File: src/rtl/rx_pkg.sv
// rtl/rx_pkg.sv - shared receive-path constants, prescale encoding and 3-way majority vote
package rx_pkg;

    localparam int PRESCALE_8       = 8;
    localparam int PRESCALE_16      = 16;
    localparam int PRESCALE_32      = 32;
    localparam int PRESCALE_DEFAULT = PRESCALE_8;
    localparam int BIT_CNT_WIDTH    = 3;

    typedef enum logic [1:0] {
        PSEL_8  = 2'd0,
        PSEL_16 = 2'd1,
        PSEL_32 = 2'd2
    } prescale_sel_e;

    function automatic logic majority3(input logic a, input logic b, input logic c);
        return (a & b) | (a & c) | (b & c);
    endfunction

endpackage

File: src/rtl/rx_edge_bit_counter.sv
// rtl/rx_edge_bit_counter.sv - per-bit oversampling edge counter, frame bit counter and bit_done
module rx_edge_bit_counter #(
    parameter int PRESCALE_WIDTH = 6,
    parameter int BIT_CNT_WIDTH  = rx_pkg::BIT_CNT_WIDTH
) (
    input  logic                      CLK,
    input  logic                      RST,
    input  logic [PRESCALE_WIDTH-1:0] Prescale,
    input  logic                      edge_count_enable,
    input  logic                      bit_count_enable,
    output logic [PRESCALE_WIDTH-1:0] edge_cnt,
    output logic [PRESCALE_WIDTH-1:0] p_eff,
    output logic [BIT_CNT_WIDTH-1:0]  bit_cnt,
    output logic                      bit_done
);
    import rx_pkg::*;

    prescale_sel_e             prescale_sel;
    logic [PRESCALE_WIDTH-1:0] p_last;

    // Anything other than the three legal ratios falls back to the default ratio.
    always_comb begin
        prescale_sel = PSEL_8;
        if (Prescale == PRESCALE_WIDTH'(PRESCALE_16)) begin
            prescale_sel = PSEL_16;
        end else if (Prescale == PRESCALE_WIDTH'(PRESCALE_32)) begin
            prescale_sel = PSEL_32;
        end
    end

    always_comb begin
        p_eff = PRESCALE_WIDTH'(PRESCALE_DEFAULT);
        case (prescale_sel)
            PSEL_16: p_eff = PRESCALE_WIDTH'(PRESCALE_16);
            PSEL_32: p_eff = PRESCALE_WIDTH'(PRESCALE_32);
            default: p_eff = PRESCALE_WIDTH'(PRESCALE_8);
        endcase
    end

    assign p_last   = p_eff - PRESCALE_WIDTH'(1);
    assign bit_done = edge_count_enable && (edge_cnt == p_last);

    // Wrapping on >= keeps the counter live if Prescale shrinks mid-bit.
    always_ff @(posedge CLK) begin
        if (RST) begin
            edge_cnt <= '0;
        end else if (!edge_count_enable) begin
            edge_cnt <= '0;
        end else if (edge_cnt >= p_last) begin
            edge_cnt <= '0;
        end else begin
            edge_cnt <= edge_cnt + PRESCALE_WIDTH'(1);
        end
    end

    always_ff @(posedge CLK) begin
        if (RST) begin
            bit_cnt <= '0;
        end else if (!bit_count_enable) begin
            bit_cnt <= '0;
        end else if (bit_done) begin
            bit_cnt <= bit_cnt + BIT_CNT_WIDTH'(1);
        end
    end

endmodule

File: src/rtl/rx_sample_timing.sv
// rtl/rx_sample_timing.sv - mid-bit triple sampler with majority vote; RX_SAMPLE_TIMING_SYNC_EN adds a 2-flop RX_IN synchronizer
module rx_sample_timing #(
    parameter int PRESCALE_WIDTH = 6,
    parameter int BIT_CNT_WIDTH  = rx_pkg::BIT_CNT_WIDTH
) (
    input  logic                      CLK,
    input  logic                      RST,
    input  logic                      RX_IN,
    input  logic [PRESCALE_WIDTH-1:0] Prescale,
    input  logic                      edge_count_enable,
    input  logic                      bit_count_enable,
    input  logic                      data_samp_en,
    output logic [PRESCALE_WIDTH-1:0] edge_cnt,
    output logic [BIT_CNT_WIDTH-1:0]  bit_cnt,
    output logic                      bit_done,
    output logic                      sampled_bit,
    output logic                      sample_valid
);
    import rx_pkg::*;

    logic [PRESCALE_WIDTH-1:0] p_eff;
    logic [PRESCALE_WIDTH-1:0] mid;
    logic                      rx_s;
    logic                      s0;
    logic                      s1;

    rx_edge_bit_counter #(
        .PRESCALE_WIDTH (PRESCALE_WIDTH),
        .BIT_CNT_WIDTH  (BIT_CNT_WIDTH)
    ) u_counter (
        .CLK               (CLK),
        .RST               (RST),
        .Prescale          (Prescale),
        .edge_count_enable (edge_count_enable),
        .bit_count_enable  (bit_count_enable),
        .edge_cnt          (edge_cnt),
        .p_eff             (p_eff),
        .bit_cnt           (bit_cnt),
        .bit_done          (bit_done)
    );

`ifdef RX_SAMPLE_TIMING_SYNC_EN
    logic [1:0] rx_sync;

    always_ff @(posedge CLK) begin
        if (RST) begin
            rx_sync <= 2'b11;
        end else begin
            rx_sync <= {rx_sync[0], RX_IN};
        end
    end

    assign rx_s = rx_sync[1];
`else
    assign rx_s = RX_IN;
`endif

    assign mid = p_eff >> 1;

    // The third vote is the live line on the mid+1 edge, so only the first two samples are held.
    always_ff @(posedge CLK) begin
        if (RST) begin
            s0           <= 1'b1;
            s1           <= 1'b1;
            sampled_bit  <= 1'b1;
            sample_valid <= 1'b0;
        end else if (!data_samp_en) begin
            sample_valid <= 1'b0;
        end else begin
            if (edge_cnt == mid - PRESCALE_WIDTH'(1)) begin
                s0 <= rx_s;
            end
            if (edge_cnt == mid) begin
                s1 <= rx_s;
            end
            if (edge_cnt == mid + PRESCALE_WIDTH'(1)) begin
                sampled_bit  <= majority3(s0, s1, rx_s);
                sample_valid <= 1'b1;
            end else if (bit_done) begin
                sample_valid <= 1'b0;
            end
        end
    end

endmodule
File: config.mk
export PLATFORM = sky130hd
export DESIGN_NAME = rx_sample_timing
export DESIGN_NICKNAME = d
export VERILOG_FILES = /design/src/rtl/rx_pkg.sv /design/src/rtl/rx_edge_bit_counter.sv /design/src/rtl/rx_sample_timing.sv
export SDC_FILE = /design/constraint.sdc
export NUM_CORES = 1
export LEC_CHECK = 0
export CORE_MARGIN = 1.5
export CORE_UTILIZATION = 31
export CTS_BUF_LIST = sky130_fd_sc_hd__clkbuf_8 sky130_fd_sc_hd__clkbuf_16
export CTS_CLUSTER_DIAMETER = 100
export DETAILED_ROUTE_END_ITERATION = 8
export MAX_ROUTING_LAYER = met4
export PLACE_DENSITY = 0.53
export REMOVE_ABC_BUFFERS = 1
export SLEW_MARGIN = 5
export SYNTH_ARGS = -nofsm -noshare
export SYNTH_HDL_FRONTEND = slang
export SYNTH_SLANG_ARGS = --single-unit
File: constraint.sdc
create_clock -name CLK -period 4.14 [get_ports CLK]
set_input_delay 0.828 -clock CLK [delete_from_list [all_inputs] [get_ports CLK]]
set_output_delay 0.828 -clock CLK [all_outputs]
set_load 0.01 [all_outputs]
# After elaboration in Yosys (flattened, before gate mapping)
# Index checks and enable logic that the tools add are counted.
# classes
n_div,0
muxes,5
n_bitwise,8
reduce_logical,8
magnitude_cmp,1
multipliers,0
n_eq_ne,8
shift,0
addsub,5
# ops
cell,count
6-bit equality test,3
6-bit one-hot mux with 2 select lines,1
"5-bit by 1-bit adder with 6-bit output, second input constant",1
"6-bit by 1-bit adder with 6-bit output, second input constant",1
6-bit by 5-bit equality test with 1-bit output,1
"6-bit by 5-bit equality test with 1-bit output, second input constant",1
"6-bit equality test, second input constant",1
6-bit >= comparator,1
2-bit AND reduction,3
"5-bit by 1-bit subtractor with 6-bit output, second input constant",1
"6-bit by 1-bit subtractor with 6-bit output, second input constant",1
2-bit 2-to-1 mux,2
2-bit OR reduction,2
"3-bit by 1-bit adder with 3-bit output, second input constant",1
1-bit AND,3
1-bit NOT,3
3-bit OR reduction,1
"2-bit by 1-bit equality test with 1-bit output, second input constant",1
"2-bit equality test, second input constant",1
1-bit 2-to-1 mux,2
1-bit bitwise OR,2
2-bit nonzero test,1
1-bit logical AND,1
# word_totals
in_bits,12
output_inout_bits,12
latchBits,0
word_cells,41
regBits,13
memories,0
mem_bits_rw,0
romBits,0

# Longest topological paths before layout
# Gate-level depths: netlist of run 1.
# logic_depth
ltp_word,10
ltp_mapped,7
ltp_nobuf,7

# By module
# A second synthesis of run 1 with hierarchy kept.
# hier_totals
cells_unflattened,119
area_unflattened_um2,978.4
# modules_own_cells
module,cells_each,seq_area_each_um2,n_inst,area_per_inst_um2
rx_edge_bit_counter,61,180.2,1,520.5
rx_sample_timing,58,80.1,1,457.9

# Worst setup path after synthesis of run 1
# Ideal clock, no wire load.
# synth_path
path_kind,input -> output
from,input port Prescale[1]
to,output port bit_done
path_buffers,0
slack_ns,1.273
t_required_ns,3.312
path_stages,5
t_arrival_ns,2.039
path_cell_list,nor4_2 > nand3b_1 > ha_1 > nand4_1 > nor2_1
# synth_via
elab_chain_len,8
elab_cells_between_ends,10
classes_between,add/sub (1); eq/ne (5); mux (3); reduce/logical (1)
# synth_rtl
item,line,source
start: declaration,rx_sample_timing.sv:9,"input logic [PRESCALE_WIDTH-1:0] Prescale,"
6-bit equality test,rx_edge_bit_counter.sv:26,end else if (Prescale == PRESCALE_WIDTH'(PRESCALE_32)) begin
2-bit 2-to-1 mux,rx_edge_bit_counter.sv:26,
2-bit 2-to-1 mux (*),rx_edge_bit_counter.sv:24,if (Prescale == PRESCALE_WIDTH'(PRESCALE_16)) begin
2-bit equality test or 2-bit by 1-bit equality test with 1-bit output (tied branches),rx_edge_bit_counter.sv:33,case (prescale_sel)
6-bit one-hot mux with 2 select lines (*),rx_edge_bit_counter.sv:33,
6-bit by 1-bit subtractor with 6-bit output (*),rx_edge_bit_counter.sv:40,assign p_last = p_eff - PRESCALE_WIDTH'(1);
6-bit equality test (*),rx_edge_bit_counter.sv:41,assign bit_done = edge_count_enable && (edge_cnt == p_last);
1-bit logical AND (*),rx_edge_bit_counter.sv:41,
end: declaration,rx_sample_timing.sv:15,"output logic bit_done,"
# Every way passes the cells marked *; elsewhere a longest branch is shown, timed or not.

# Worst setup path after layout of run 1
# Ends and elaborated chain as after synthesis.

==> results of run 1 <==
==> through the flow <==
step	setup WS (ps)	hold slack, ps
floorplan	1260	482
global placement	307	477
detailed placement	272	482
CTS	272	492
global route	109	505
finish	271	490
==> registers in the layout (all words and copies together), names as in the netlist <==
| name | count |
|---|---|
| sample_valid | 1 |
| s1 | 1 |
| sampled_bit | 1 |
| u_counter.bit_cnt | 3 |
| s0 | 1 |
| u_counter.edge_cnt | 6 |
==> Yosys cell counts (all sizes together) <==
cell type / n
and2: 1
nand4: 1
ha: 6
a21oi: 4
xor2: 2
a211o: 1
buf: 2
nor3: 2
inv: 6
mux2i: 4
dfxtp: 13
nor4: 1
a2111oi: 1
nor3b: 1
xnor2: 4
nor2: 16
maj3: 1
nor2b: 1
and3b: 1
nand3: 1
nand2: 2
nand3b: 2
nor4bb: 2
o21ai: 3
nand2b: 4
or4: 1
o211ai: 3
a31oi: 1
==> layout make-up <==
type                       count  area [sq um]  area share [%]
clock inverter                 1          3.75           0.352
multi-input combinational     66           465            43.7
timing repair buffer          24           238            22.3
tap                           28          35.0            3.29
inverter                       6          22.5            2.11
sequential                    13           260            24.4
clock buffer                   3          41.3            3.87
==> worst max-delay path by stage <==
| stage | endpoint | slack (ps) | cells after the start |
|---|---|---|---|
| final | bit_done | 270 | 7 |
| after global routing | bit_done | 110 | 7 |
| after CTS | bit_done | 270 | 7 |
| after detailed placement | bit_done | 270 | 7 |
| after global placement | bit_done | 310 | 7 |
| after floorplan | bit_done | 1260 | 5 |
==> critical path, stage by stage <==
cell and delay (ps):
clkdlybuf4s50_1 440, nor4_2 450, nand3b_1 130, ha_1 310, nand4_1 160, nor2_1 180
clkdlybuf4s50_1 550
==> cells by family (layout without fill, tap and decap cells) <==
kind of cell / Yosys count / after routing / share of synthesized area [%]
AO/OA/AOI/OAI: 13 / 13 / 11.4
XOR/XNOR: 6 / 6 / 6.93
adder cells (fa/ha/maj): 7 / 7 / 11.2
buffers and inverters: 8 / 34 / 4.29
flip-flops: 13 / 13 / 34.3
multiplexers: 4 / 4 / 5.28
AND/OR/NAND/NOR: 36 / 36 / 26.6
==> per-layer routing <==
layer	global-route usage [%]	vias to the layer above	part of all wire, %
met5	-	-	0
met4	3.85	0	0.99
met3	5.14	2	5.6
met1	17.7	302	47
li1	-	357	-
met2	21.3	20	46
==> power by group through the flow <==
stage / Combinational [uW] / Sequential [uW] / Clock [uW]
finish: 28.8 / 128 / 105
global route: 31.7 / 127 / 120
CTS: 28.9 / 127 / 110
detailed placement: 28.7 / 130 / 0
global placement: 28.4 / 130 / 0
floorplan: 10.5 / 130 / 0
==> impl_metrics.csv, run 1 <==
group,metric,value,unit
placement,io_buffers,23,
logic_synthesis,syn_area_per_cell,8.72,sq um
placement,dp_hpwl,1270,um
die,fp.coreArea,2250,sq um
layout,layout.cells.most_common_list,"clkdlybuf4s50_1 (23), nor2_1 (16), dfxtp_1 (13)",
pwr,clockPowerShare,40.2,%
layout,final.fill_count,240,
layout,layout_commonest_cell,"clkdlybuf4s50_1",
critical_path,worst_r2r_path_depth,4,
layout,layout.cell_area.non_filler,1070,sq um
detailed_routing,drt.antenna.violating_nets,0,
placement,dp_cells,137,
sta,fmax,0.258,GHz
placement,finalWeightedCongestion,0.769,
cts,insertion_delay,240,ps
cts,cts.repair_timing.setup_buffer_count,0,
worst_hold_path,worst_hold_startpoint,"sample_valid",
cts,cts_buffers,3,
die,initial_utilization,33.6,%
detailed_routing,vias_per_cell,4.83,
global_route,grt_remaining_overflow,0,
critical_path,worstSetupPathType,"input port to output port",
critical_path,required,3310,ps
layout,diodes,0,
sta,slew_headroom,69.7,%
global_route,grt_pass1_wl,2750,um
cts,clk_transition_reported_paths,50,ps
die,fp.dieArea,2750,sq um
layout,fin_util,47.3,%
cts,clock_tree.root_cell,"clkbuf_8",
sta,period_needed,3870,ps
die,boundaryPins,24,
pwr,power_frac_comb,11.0,%
worst_hold_path,min_to,"sample_valid",
logic_synthesis,synthCells,87,
sta,report.final.setup_viol,0,
logic_synthesis,syn_area,758,sq um
die,die_x,52.5,um
pwr,vdd_drop_max,0.000251,V
logic_synthesis,synth.yosys.seq_area_share,34.3,%
detailed_routing,wirelength,1610,um
critical_path,timing.critical_path.arrival,3040,ps
cts,cts-resized-gates,0,
critical_path,regToRegEndpoint,"u_counter.edge_cnt[4]",
detailed_routing,via_count,681,
worst_hold_path,worst_hold_path.num_cells,2,
status,status,"finished clean",
detailed_routing,first_pass_iters,4,
logic_synthesis,synthesis.yosys.warnings,0,
sta,hold_violations,0,
global_route,grt_pass1_vias,631,
die,fp-row-count,17,
logic_synthesis,yosysTopAreaCellShare,34.3,%
global_route,grt_max_degree,12,
cts,cts_max_level,1,
cts,cts-hold-fix-buffers,0,
sta,finalMaxSlewViolations,0,
cts,clock_sink_count,13,
logic_synthesis,ys_types,30,
worst_hold_path,timing.hold.worst.class,"register to register",
sta,period_utilisation_layout,93.5,%
pwr,report.power.total,262,uW
critical_path,setup.reg_to_reg.worst_slack,2440,ps
pwr,p_int,208,uW
die,die-height,52.5,um
cts,tritoncts,"done",
pwr,sw_frac_of_total,20.6,%
layout,layout-drive-gt1-share,6.19,%
logic_synthesis,synth_area_leaders,"dfxtp_1 (34%), ha_1 (9.9%), nor2_1 (7.9%)",
pwr,p_switching,53.9,uW
critical_path,r2r-start,"u_counter.edge_cnt[4]",
critical_path,critical_path_peak_fanout,4,
pwr,p_seq_share,48.8,%
detailed_routing,post-route-drc-count,0,
sta,timing.setup.tns,0,ps
detailed_routing,drt-initial-drc-count,4,
flow_run,timing.max_cap.violations,0,
global_route,grt_antenna_before_repair,0,
sta,timing.clock.skew,5.33,ps
sta,worstMarginPinSlew,442,ps
layout,nNetsFinal,132,
pwr,cellLeakagePower,0.000372,uW
layout,layout-area-overhead-vs-synth,40.6,%
global_route,grt_util_all_layers,14.1,%
logic_synthesis,postSynthRegisterBits,13,
placement,placement.cell_area,1020,sq um
critical_path,start_kind,"input port",
sta,rsz_0062_raised_after_global_routing,"no",
pwr,powerDensity,245,nW/um^2
layout,final_cell_count_no_fill,141,
detailed_routing,routed_wire_length_per_instance,11.4,um
cts,cts.path.max_buffers,2,
logic_synthesis,synth.largest_area_cell,"dfxtp_1",
critical_path,endpoint_kind,"output port",
critical_path,startpoint,"Prescale[1]",
Power figures use the tool's default switching activity.
==> run 2, diff against run 1 <==
Settings changed: DONT_BUFFER_PORTS from default to 1, PLACE_DENSITY 0.53 to 0.41.
==> run 2 against run 1 <==
Against the previous run:
- final area shrank 22%
- total power shrank 2.9%
- critical endpoint unchanged
- critical path depth shrank 2
- sequential cell count unchanged
- largest cell class unchanged
==> impl_metrics.csv, run 2 (synthesized netlist as in run 1, its figures left out) <==
group,metric,value,unit
status,status,"finished clean",
worst_hold_path,worst_hold_startpoint,"s0",
worst_hold_path,timing.hold.worst.class,"register to register",
detailed_routing,post-route-drc-count,0,
critical_path,setup.reg_to_reg.worst_slack,2400,ps
global_route,grt_pass1_wl,2530,um
detailed_routing,via_count,594,
pwr,report.power.total,254,uW
placement,dp_hpwl,1250,um
cts,cts-resized-gates,0,
sta,rsz_0062_raised_after_global_routing,"no",
layout,layout-area-overhead-vs-synth,9.24,%
detailed_routing,routed_wire_length_per_instance,13.8,um
critical_path,required,3310,ps
cts,cts_max_level,1,
cts,tritoncts,"done",
placement,finalWeightedCongestion,0.696,
sta,period_needed,3080,ps
die,fp-row-count,17,
critical_path,crit_chain,"nor4_2, nand3b_1, ha_1, nand4_1, nor2_1",
cts,clock_tree.root_cell,"clkbuf_8",
layout,largest_registers,"u_counter.edge_cnt x6, u_counter.bit_cnt x3",
die,die-height,52.5,um
cts,cts_buffers,3,
global_route,grt_antenna_before_repair,0,
sta,finalMaxSlewViolations,0,
placement,place_worst_setup_slack,1060,ps
critical_path,timing.critical_path.arrival,2250,ps
global_route,grt_max_degree,12,
sta,slew_headroom,69.3,%
die,die_x,52.5,um
sta,period_utilisation_layout,74.4,%
sta,setup_slack,1060,ps
detailed_routing,drt.antenna.violating_nets,0,
critical_path,endpoint_kind,"output port",
die,fp.coreArea,2250,sq um
critical_path,slowest_library_cell_on_the_worst_path,"nor4_2",
global_route,grt_pass1_vias,553,
sta,fmax,0.325,GHz
cts,clk_transition_reported_paths,60,ps
critical_path,max_stage_delay,440,ps
detailed_routing,drt-initial-drc-count,9,
cts,insertion_delay,240,ps
critical_path,start_kind,"input port",
layout,final.fill_count,244,
cts,cts-hold-fix-buffers,0,
layout,largest-register,"u_counter.edge_cnt",
critical_path,critical_path_peak_fanout,4,
global_route,grt_remaining_overflow,0,
critical_path,r2r-start,"u_counter.edge_cnt[4]",
critical_path,worstSetupPathType,"input port to output port",
die,initial_utilization,33.6,%
sta,worstMarginPinSlew,449,ps
die,fp.dieArea,2750,sq um
layout,layout_commonest_cell,"nor2_1",
pwr,powerDensity,307,nW/um^2
cts,cts.path.max_buffers,2,
cts,clock_sink_count,13,
sta,timing.clock.skew,3.70,ps
sta,timing.setup.tns,0,ps
die,boundaryPins,24,
detailed_routing,vias_per_cell,5.08,
global_route,grt_util_all_layers,13.1,%
critical_path,startpoint,"Prescale[1]",
pwr,cellLeakagePower,0.000282,uW
placement,io_buffers,0,
sta,hold_violations,0,
layout,layout-drive-gt1-share,6.74,%
layout,nNetsFinal,108,
pwr,vdd_drop_max,0.000170,V
detailed_routing,first_pass_iters,4,
layout,diodes,0,
flow_run,timing.max_cap.violations,0,
cts,cts.repair_timing.setup_buffer_count,0,
sta,report.final.setup_viol,0,
layout,largest_reg_flops,6,
detailed_routing,wirelength,1620,um
layout,layout.cells.most_common_list,"nor2_1 (16), dfxtp_1 (13), inv_1 (7)",
## run 2: cell count changes in the layout (fill, tap and decap cells not counted)
cell / change
clkdlybuf4s50_1: -23
buf_4: -1
## run 2: worst max-delay path, delay by kind of cell
family        cells  cell delay (ps)
fa+ha+maj         1              310
simple gates      4             1120
## run 2: per-stage QoR
step | utilization, % | cells | area (sq um) | hold slack, ps
final | 36.7 | 117 | 828 | 519
after global routing | 36.7 | 117 | 828 | 539
after CTS | 36.7 | 117 | 828 | 524
after detailed placement | 34.7 | 113 | 783 | 514
after global placement | 34.7 | 113 | 783 | 508
after floorplan | - | 85 | 748 | 482
## run 2: power by group
part | switching (uW) | leakage, uW | total, uW | internal [uW]
sequential | 1.72 | 0.000105 | 128 | 126
clock | 48.1 | 0.0000269 | 114 | 65.5
combinational | 6.71 | 0.000150 | 12.4 | 5.73
## run 2: routing by layer
| layer | global-route usage [%] | wire [um] |
|---|---|---|
| met1 | 17.1 | 763 |
| met5 | - | 0 |
| met4 | 6.41 | 20 |
| met3 | 4.00 | 99 |
| met2 | 18.3 | 733 |
## run 2: final timing paths
path         cells past startpoint               endpoint
min                              2                     s0
max reg2reg                      4  u_counter.edge_cnt[3]
max                              5               bit_done
min reg2reg                      2                     s0
## run 2: final cells by class
class,count,area (sq um),area share (%)
tap,28,35.0,4.23
sequential,13,260,31.4
clock buffer,3,41.3,4.98
multi-input combinational,66,465,56.2
inverter,6,22.5,2.72
clock inverter,1,3.75,0.453
